$ cat src/rtl/mux_seq_pkg.sv
// Shared constants and helpers for the analog mux sequencer.
// State codes are plain 2-bit constants so legacy netlists and probes keep their encoding.
package mux_seq_pkg;

  typedef logic [1:0] state_t;

  localparam state_t IDLE  = 2'd0;
  localparam state_t BREAK = 2'd1;
  localparam state_t HOLD  = 2'd2;

  localparam int DEF_DEAD_CYCLES = 2;
  localparam int DEF_DWELL_W     = 8;

  // A select is usable only if it names an existing channel.
  function automatic logic sel_valid(input int unsigned sel, input int unsigned n);
    return sel < n;
  endfunction

endpackage

$ cat src/rtl/mux_gate_decoder.sv
// Registered binary-to-complementary-one-hot decoder for the transmission-gate mux.
// gate_p is always the exact complement of gate_n, including during reset.
module mux_gate_decoder #(
  parameter int N_CH  = 4,
  parameter int SEL_W = 2
) (
  input  logic             clk,
  input  logic             rst,
  input  logic             en,
  input  logic [SEL_W-1:0] sel,
  output logic [N_CH-1:0]  gate_n,
  output logic [N_CH-1:0]  gate_p
);

  logic [N_CH-1:0] onehot;

  assign onehot = N_CH'(1) << sel;

  // NOTE: registers are written with <= so every flop samples pre-edge values.
  always_ff @(posedge clk) begin
    if (rst || !en) begin
      gate_n <= '0;
      gate_p <= '1;
    end else begin
      gate_n <= onehot;
      gate_p <= ~onehot;
    end
  end

endmodule

$ cat src/rtl/analog_mux_sequencer.sv
// Break-before-make channel sequencer for an N-channel analog mux, manual or scan.
// Outputs are registered from the FSM state, so they trail the state by one cycle.
module analog_mux_sequencer
  import mux_seq_pkg::*;
#(
  parameter int N_CH        = 4,
  parameter int SEL_W       = $clog2(N_CH),
  parameter int DEAD_CYCLES = DEF_DEAD_CYCLES,
  parameter int DWELL_W     = DEF_DWELL_W
) (
  input  logic               clk,
  input  logic               rst,
  input  logic               ena,
  input  logic               mode,
  input  logic [SEL_W-1:0]   sel_in,
  input  logic               sel_load,
  input  logic [DWELL_W-1:0] dwell,
  output logic [N_CH-1:0]    gate_n,
  output logic [N_CH-1:0]    gate_p,
  output logic [SEL_W-1:0]   active_ch,
  output logic               busy,
  output logic               ch_valid,
  output logic               sel_err
);

  localparam int                DEAD_W    = $clog2(DEAD_CYCLES + 1);
  localparam logic [DEAD_W-1:0] DEAD_LOAD = DEAD_W'(DEAD_CYCLES - 1);
  localparam logic [SEL_W-1:0]  LAST_CH   = SEL_W'(N_CH - 1);

  state_t               state_q, state_d;
  logic [SEL_W-1:0]     target_q, target_d;
  logic [DEAD_W-1:0]    dead_q, dead_d;
  logic [DWELL_W-1:0]   dwell_q, dwell_d;
  logic                 hold_first_q, hold_first_d;
  logic                 mode_q;
  logic                 sel_ok;
  logic                 load_ok;
  logic                 retarget;
  logic [SEL_W-1:0]     next_ch;

  assign sel_ok   = sel_valid(32'(sel_in), 32'(N_CH));
  assign load_ok  = sel_load && sel_ok;
  assign retarget = load_ok && (sel_in != target_q);
  assign next_ch  = (target_q == LAST_CH) ? '0 : target_q + SEL_W'(1);

  // NOTE: every always_comb output gets a default first so no latch is inferred.
  always_comb begin
    state_d      = state_q;
    target_d     = target_q;
    dead_d       = dead_q;
    dwell_d      = dwell_q;
    hold_first_d = 1'b0;
    case (state_q)
      IDLE: begin
        if (load_ok) begin
          target_d = sel_in;
          state_d  = BREAK;
          dead_d   = DEAD_LOAD;
        end else if (mode) begin
          target_d = '0;
          state_d  = BREAK;
          dead_d   = DEAD_LOAD;
        end
      end
      BREAK: begin
        if (load_ok) target_d = sel_in;
        if (dead_q == '0) begin
          state_d      = HOLD;
          dwell_d      = dwell;
          hold_first_d = 1'b1;
        end else begin
          dead_d = dead_q - DEAD_W'(1);
        end
      end
      HOLD: begin
        if (mode && mode_q) begin
          // Steady scan: on expiry a valid strobe overrides the round-robin step.
          if (dwell_q == '0) begin
            target_d = load_ok ? sel_in : next_ch;
            state_d  = BREAK;
            dead_d   = DEAD_LOAD;
          end else begin
            dwell_d = dwell_q - DWELL_W'(1);
            if (retarget) begin
              target_d = sel_in;
              state_d  = BREAK;
              dead_d   = DEAD_LOAD;
            end
          end
        end else begin
          // Manual hold; entering scan restarts the dwell from this cycle.
          if (mode) dwell_d = dwell;
          if (retarget) begin
            target_d = sel_in;
            state_d  = BREAK;
            dead_d   = DEAD_LOAD;
          end
        end
      end
      default: state_d = IDLE;
    endcase
  end

  always_ff @(posedge clk) begin
    if (rst || !ena) begin
      state_q      <= IDLE;
      target_q     <= '0;
      dead_q       <= '0;
      dwell_q      <= '0;
      hold_first_q <= 1'b0;
      mode_q       <= 1'b0;
      active_ch    <= '0;
      busy         <= 1'b0;
      ch_valid     <= 1'b0;
    end else begin
      state_q      <= state_d;
      target_q     <= target_d;
      dead_q       <= dead_d;
      dwell_q      <= dwell_d;
      hold_first_q <= hold_first_d;
      mode_q       <= mode;
      busy         <= (state_q == BREAK);
      ch_valid     <= (state_q == HOLD) && hold_first_q;
      if (state_q == HOLD) active_ch <= target_q;
    end
  end

  // sel_err keeps reporting bad selects even while the block is disabled.
  always_ff @(posedge clk) begin
    if (rst) sel_err <= 1'b0;
    else     sel_err <= sel_load && !sel_ok;
  end

  mux_gate_decoder #(
    .N_CH  (N_CH),
    .SEL_W (SEL_W)
  ) u_gate_decoder (
    .clk    (clk),
    .rst    (rst),
    .en     (ena && (state_q == HOLD)),
    .sel    (target_q),
    .gate_n (gate_n),
    .gate_p (gate_p)
  );

endmodule

$ cat config.mk
export PLATFORM = sky130hd
export DESIGN_NAME = analog_mux_sequencer
export DESIGN_NICKNAME = d
export VERILOG_FILES = /design/src/rtl/mux_seq_pkg.sv /design/src/rtl/mux_gate_decoder.sv /design/src/rtl/analog_mux_sequencer.sv
export SDC_FILE = /design/constraint.sdc
export NUM_CORES = 1
export LEC_CHECK = 0
export ABC_AREA = 1
export CAP_MARGIN = 20
export CORE_MARGIN = 4
export CORE_UTILIZATION = 33
export DETAILED_ROUTE_END_ITERATION = 16
export SYNTH_ARGS = -nofsm -noshare
export SYNTH_HDL_FRONTEND = slang
export SYNTH_SLANG_ARGS = --single-unit
export TNS_END_PERCENT = 30
$ cat constraint.sdc
create_clock -name clk -period 1.66 [get_ports clk]
set_input_delay 0.166 -clock clk [delete_from_list [all_inputs] [get_ports clk]]
set_output_delay 0.166 -clock clk [all_outputs]
set_load 0.005 [all_outputs]
After elaboration in Yosys (flattened, before gate mapping)
Index checks and enable logic that the tools add are counted.
W data, S select, Z words.
- bits in registers: 28
- bits in latches: 0
- memory bits (writable): 0
- ROM bits: 0
- input port bits: 15
- output and inout port bits: 13
- logic and storage cells: 72
- memories kept: 0
- add/sub/neg operators: 3
- multipliers: 0
- divide/modulo/power cells: 0
- order comparisons: 0
- eq/ne operators: 10
- shifts and indexed selects: 1
- multiplexer cells: 27
- bitwise logic cells: 2
- reduce and logical (&&, ||, !) cells: 18
- operator list (operator ; count):
    $mux W2 ; 18
    $mux W8 ; 4
    $pmux W2 S3 ; 3
    $pmux W8 S2 ; 1
    $ne A3 B3 Y1 const B ; 3
    $logic_not A8 Y1 ; 1
    $sub A8 B1 Y8 const B ; 1
    $ne A2 B2 Y1 const B ; 3
    $reduce_and A3 Y1 ; 2
    $eq A2 B2 Y1 const B ; 2
    $logic_and A1 B1 Y1 ; 4
    $logic_not A2 Y1 ; 2
    $not A4 Y4 ; 1
    $reduce_and A4 Y1 ; 1
    $shl A1 B2 Y4 const A ; 1
    $reduce_bool A3 Y1 ; 1
    $add A2 B1 Y2 const B ; 1
    $eq A2 B1 Y1 const B ; 1
    $logic_not A1 Y1 ; 2
    $logic_or A1 B1 Y1 ; 2
    $ne A2 B2 Y1 ; 1
    $reduce_and A2 Y1 ; 1
    $reduce_bool A2 Y1 ; 1
    $reduce_or A2 Y1 ; 1
    other kinds (3) ; 3

Depth between registers and ports, before layout
- depth after elaboration: 6
- gate-level depth with buffers: 12
- depth with buffers taken out: 11

Hierarchy
A second synthesis with hierarchy kept.
- cells, all modules: 229
- area, all modules: 1551.5 um2
- by module, submodules not included (module ; instances ; cells an instance ; area each (um2) ; seq. area each (um2)):
    analog_mux_sequencer ; 1 ; 199 ; 1308.8 ; 400.4
    mux_gate_decoder ; 1 ; 30 ; 242.7 ; 160.2

Worst setup path after synthesis
Ideal clock, no wire load.
- kind: register to register
- start point: register state_q[1]
- end point: register dwell_q[5]
- library setup time: 0.119 ns
- data arrival time: 1.455 ns
- data required time: 1.541 ns
- path slack: 0.086 ns
- stages on the path, launching flop included: 12
- buffers on the path: 1
- clock period less this slack: 1.574 ns
- path through: dfxtp_1 > inv_1 > ha_1 > inv_1 > nor2_1 > inv_1 > o21ai_0 > inv_1 > nand2_4 > buf_12 > o21ai_2 > nor2_2
- longest elaborated chain between the ends: 3
- elaborated cells on any way between the ends: 8
- those cells by class: eq/ne (5); mux (1); reduce/logical (2)
- ends and longest elaborated chain (element ; RTL line ; text):
    start: declaration ; analog_mux_sequencer.sv:30 ; state_t state_q, state_d;
    start signal: assignment ; analog_mux_sequencer.sv:116 ; state_q <= state_d;
    $eq A2 B2 Y1 or $eq A2 B1 Y1 (tied branches) ; analog_mux_sequencer.sv:53 ; case (state_q)
    $ne A3 B3 Y1 (no source line) (tied with other cells) ; -- ;
    $reduce_and A4 Y1 (no source line) ; -- ;
    end signal: assignment ; analog_mux_sequencer.sv:119 ; dwell_q <= dwell_d;
    end: declaration ; analog_mux_sequencer.sv:33 ; logic [DWELL_W-1:0] dwell_q, dwell_d;
Parallel ways exist; a longest one is shown, timed or not.
A chain may end at the register's enable or synchronous reset.

Final worst setup path
- start point: register state_q[0]
- end point: register dwell_q[1]
The elaborated chain is that of the path after synthesis.

==> reports/results.ini <==
[run_status]
status=complete, no violations

[setup_path]
critPathLaunchType=flop
path_class=reg2reg
reg2regPathDepth=7
cp.arrival_ns=1.73
worst-r2r-setup-slack_ns=0.10
r2r-start=state_q[0]$_SDFFE_PP0P_
reg2reg_to=dwell_q[1]$_SDFFE_PP0P_
cp_max_fo=14
cp.required_ns=1.83
end_kind=flop

[power_and_ir_drop]
clockPowerShare_pct=29.6
p_leak_nw=0.868
powerDensity_mw_per_mm2=714
intPower_mw=1.04
p_seq_share_pct=49.0
p_total_mw=1.44
power.combinational.fraction_pct=21.5
switching_share_pct=27.6
ir_drop_mv=0.577
p_sw_uw=398

[yosys]
ys_seq_area_share_pct=35.6
synth_mux_area_share_pct=0.636
yosys.area_share.simple_pct=25.8
syn_inst=213
synth_compound_area_share_pct=15.8
synth-seq-cells=28
synth_xor_area_share_pct=2.78
syn-cell-area_sq_mm=0.00157
ys.warnings.count=0
synth_top_family_by_area=simple AND/OR/NAND/NOR gates
syn_avg_cell_area_sq_um=7.39
yosys.cell_types.count=32
synthAdderAreaFrac_pct=7.95
synth_nets=238

[cells_and_area]
final_util_pct=45.1
nets=278
final_common_cell=nand2_1
num-fill-cells=458
drive_above_1_share_pct=17.5
most-common-layout-cells=nand2_1 (46), inv_1 (31), dfxtp_1 (26), clkdlybuf4s50_1 (26), nor2_1 (17)
final_cells=304
syn_to_final_growth_pct=28.2
num_antenna_cells=0

[sta]
min_period_ns=1.56
slew_violations=0
max_freq_mhz=642
setup_viol=0
hold_viol=0
layout_setup_ws_ns=0.103
skew_ns=0.00159
grt_setup_unrepaired=yes
fin_crit_sh_pct=93.8

[clocking]
cts_hold_buf=0
htree_levels=1
cts.sinks=28
clockBufferDepth=2
clkTransAtPathRegs_ns=0.10
cts.root.buffer_cell=clkbuf_8
tritoncts=built
clock_latency_ns=0.27
cts-buffers-inserted=3
cts_setup_buffers=0

[route]
avgRoutedWirePerCell_microns=11.0
routed.top_layer=met4
drt_drc_violations_left=0
ant_nets=0
m1WireLength_microns=1670
dr_wl_met2_microns=1460
firstDrtPassIters=4
avgViaCountPerCell=4.52
drt-total-wl_microns=3340
first_iter_violations=45
via_count=1375
dr_wl_met3_microns=183

[grt]
grt_overflow=0
antenna_found_initial=0
first_global_vias=1273
grt_start_max_net_pins=16
grtUsageTotal_pct=11.5
grt_pass1_wl_microns=5580

[place]
dp.cells=300
pre_cts_slack_ns=-0.00320
routabilityCongestion=0.834
hpwl_microns=2670
numPortBuffers=26

[floorplan]
io-pin-count=28
initial_utilization_pct=35.2
dieArea_sq_mm=0.00594
die_x_microns=77.1
core_sq_mm=0.00447
die_h_microns=77.1
rows=24

[flow_run]
drv_cap=0

[min_path]
worstHoldPathType=reg2reg
hold_start=hold_first_q$_SDFF_PP0_
hold_end=ch_valid$_SDFF_PP0_
hold_depth=2

[worst max path at each step]
stage	startpoint	to	slack (ns)
global route	state_q[0]$_SDFFE_PP0P_	dwell_q[3]$_SDFFE_PP0P_	-0.002
finish	state_q[0]$_SDFFE_PP0P_	dwell_q[1]$_SDFFE_PP0P_	0.10
global placement	mode	dwell_q[2]$_SDFFE_PP0P_	-0.006
detailed placement	mode	dwell_q[5]$_SDFFE_PP0P_	-0.003
floorplan	state_q[1]$_SDFFE_PP0P_	dwell_q[5]$_SDFFE_PP0P_	0.09
CTS	state_q[0]$_SDFFE_PP0P_	dwell_q[3]$_SDFFE_PP0P_	0.01
[flip-flops by register name (all words and copies together), names as in the netlist]
register	cells
hold_first_q	1
u_gate_decoder.gate_p	4
ch_valid	1
active_ch	2
u_gate_decoder.gate_n	4
dwell_q	8
state_q	2
target_q	2
busy	1
dead_q	2
mode_q	1
[layout make-up]
type | count | area, sq um | share of cell area (%)
clock buffer | 4 | 55.1 | 2.73
inverter | 34 | 128 | 6.32
multi-input combinational | 146 | 842 | 41.7
sequential | 28 | 563 | 27.9
tap | 52 | 65.1 | 3.22
timing repair buffer | 40 | 365 | 18.1
[stage by stage]
stage	TNS [ns]	instance area (sq um)	hold slack, ns
2_1_floorplan	0	1570	0.300
3_3_place_gp	-0.00593	1960	0.428
3_5_place_dp	-0.00463	1960	0.430
4_1_cts	0	2010	0.445
5_1_grt	-0.00196	2020	0.472
6_report	0	2020	0.441
[cell families (layout without fill, tap and decap cells)]
| group | count (synthesis) | in the layout |
|---|---|---|
| fa+ha+maj | 10 | 10 |
| other cells | 1 | 1 |
| mux | 1 | 1 |
| compound gates | 41 | 41 |
| simple gates | 88 | 88 |
| xor+xnor | 5 | 5 |
| buf+inv | 39 | 78 |
| flops | 28 | 28 |
[synth_stat cells (all sizes together)]
| cell | n | area share, % |
|---|---|---|
| nand3 | 9 | 2.9 |
| buf | 5 | 3.1 |
| and2 | 1 | 0.40 |
| o21ai | 19 | 7.7 |
| ha | 10 | 7.9 |
| nor2 | 24 | 7.5 |
| dfxtp | 28 | 36 |
| xor2 | 1 | 0.56 |
| a21oi | 15 | 5.0 |
| inv | 34 | 8.1 |
| nor3 | 1 | 0.32 |
| conb | 1 | 0.24 |
| nand4 | 1 | 0.40 |
| o211ai | 2 | 0.95 |
| o22ai | 1 | 0.40 |
| a2bb2oi | 1 | 0.56 |
| a31oi | 3 | 1.2 |
| nand2 | 51 | 14 |
| xnor2 | 4 | 2.2 |
| or2 | 1 | 0.40 |
| mux2i | 1 | 0.64 |
[power groups by stage]
stage	clock (mW)	sequential (mW)	combinational [mW]
2_1_floorplan	0	0.718	0.211
3_3_place_gp	0	0.721	0.303
3_5_place_dp	0	0.721	0.306
4_1_cts	0.437	0.705	0.309
5_1_grt	0.463	0.709	0.346
6_report	0.426	0.706	0.309
[layer usage]
layer	global-route usage, %	up-vias
li1	-	745
met1	15.1	597
met2	18.2	31
met3	3.40	2
met4	3.38	0
met5	0	-
[what timing repair did]
action                                  CTS  global route
gates resized for setup                   0             7
endpoints found under the hold margin     0             0
endpoints found under the setup margin    0             9
[worst max-delay path, cell delays in order (launching register included)]
cell     delay [ns]
dfxtp_2        0.36
inv_1          0.06
ha_1           0.22
buf_4          0.19
o21ai_4        0.20
nand2_4        0.15
o21ai_0        0.21
a21oi_1        0.06
Power figures use the tool's default switching activity.
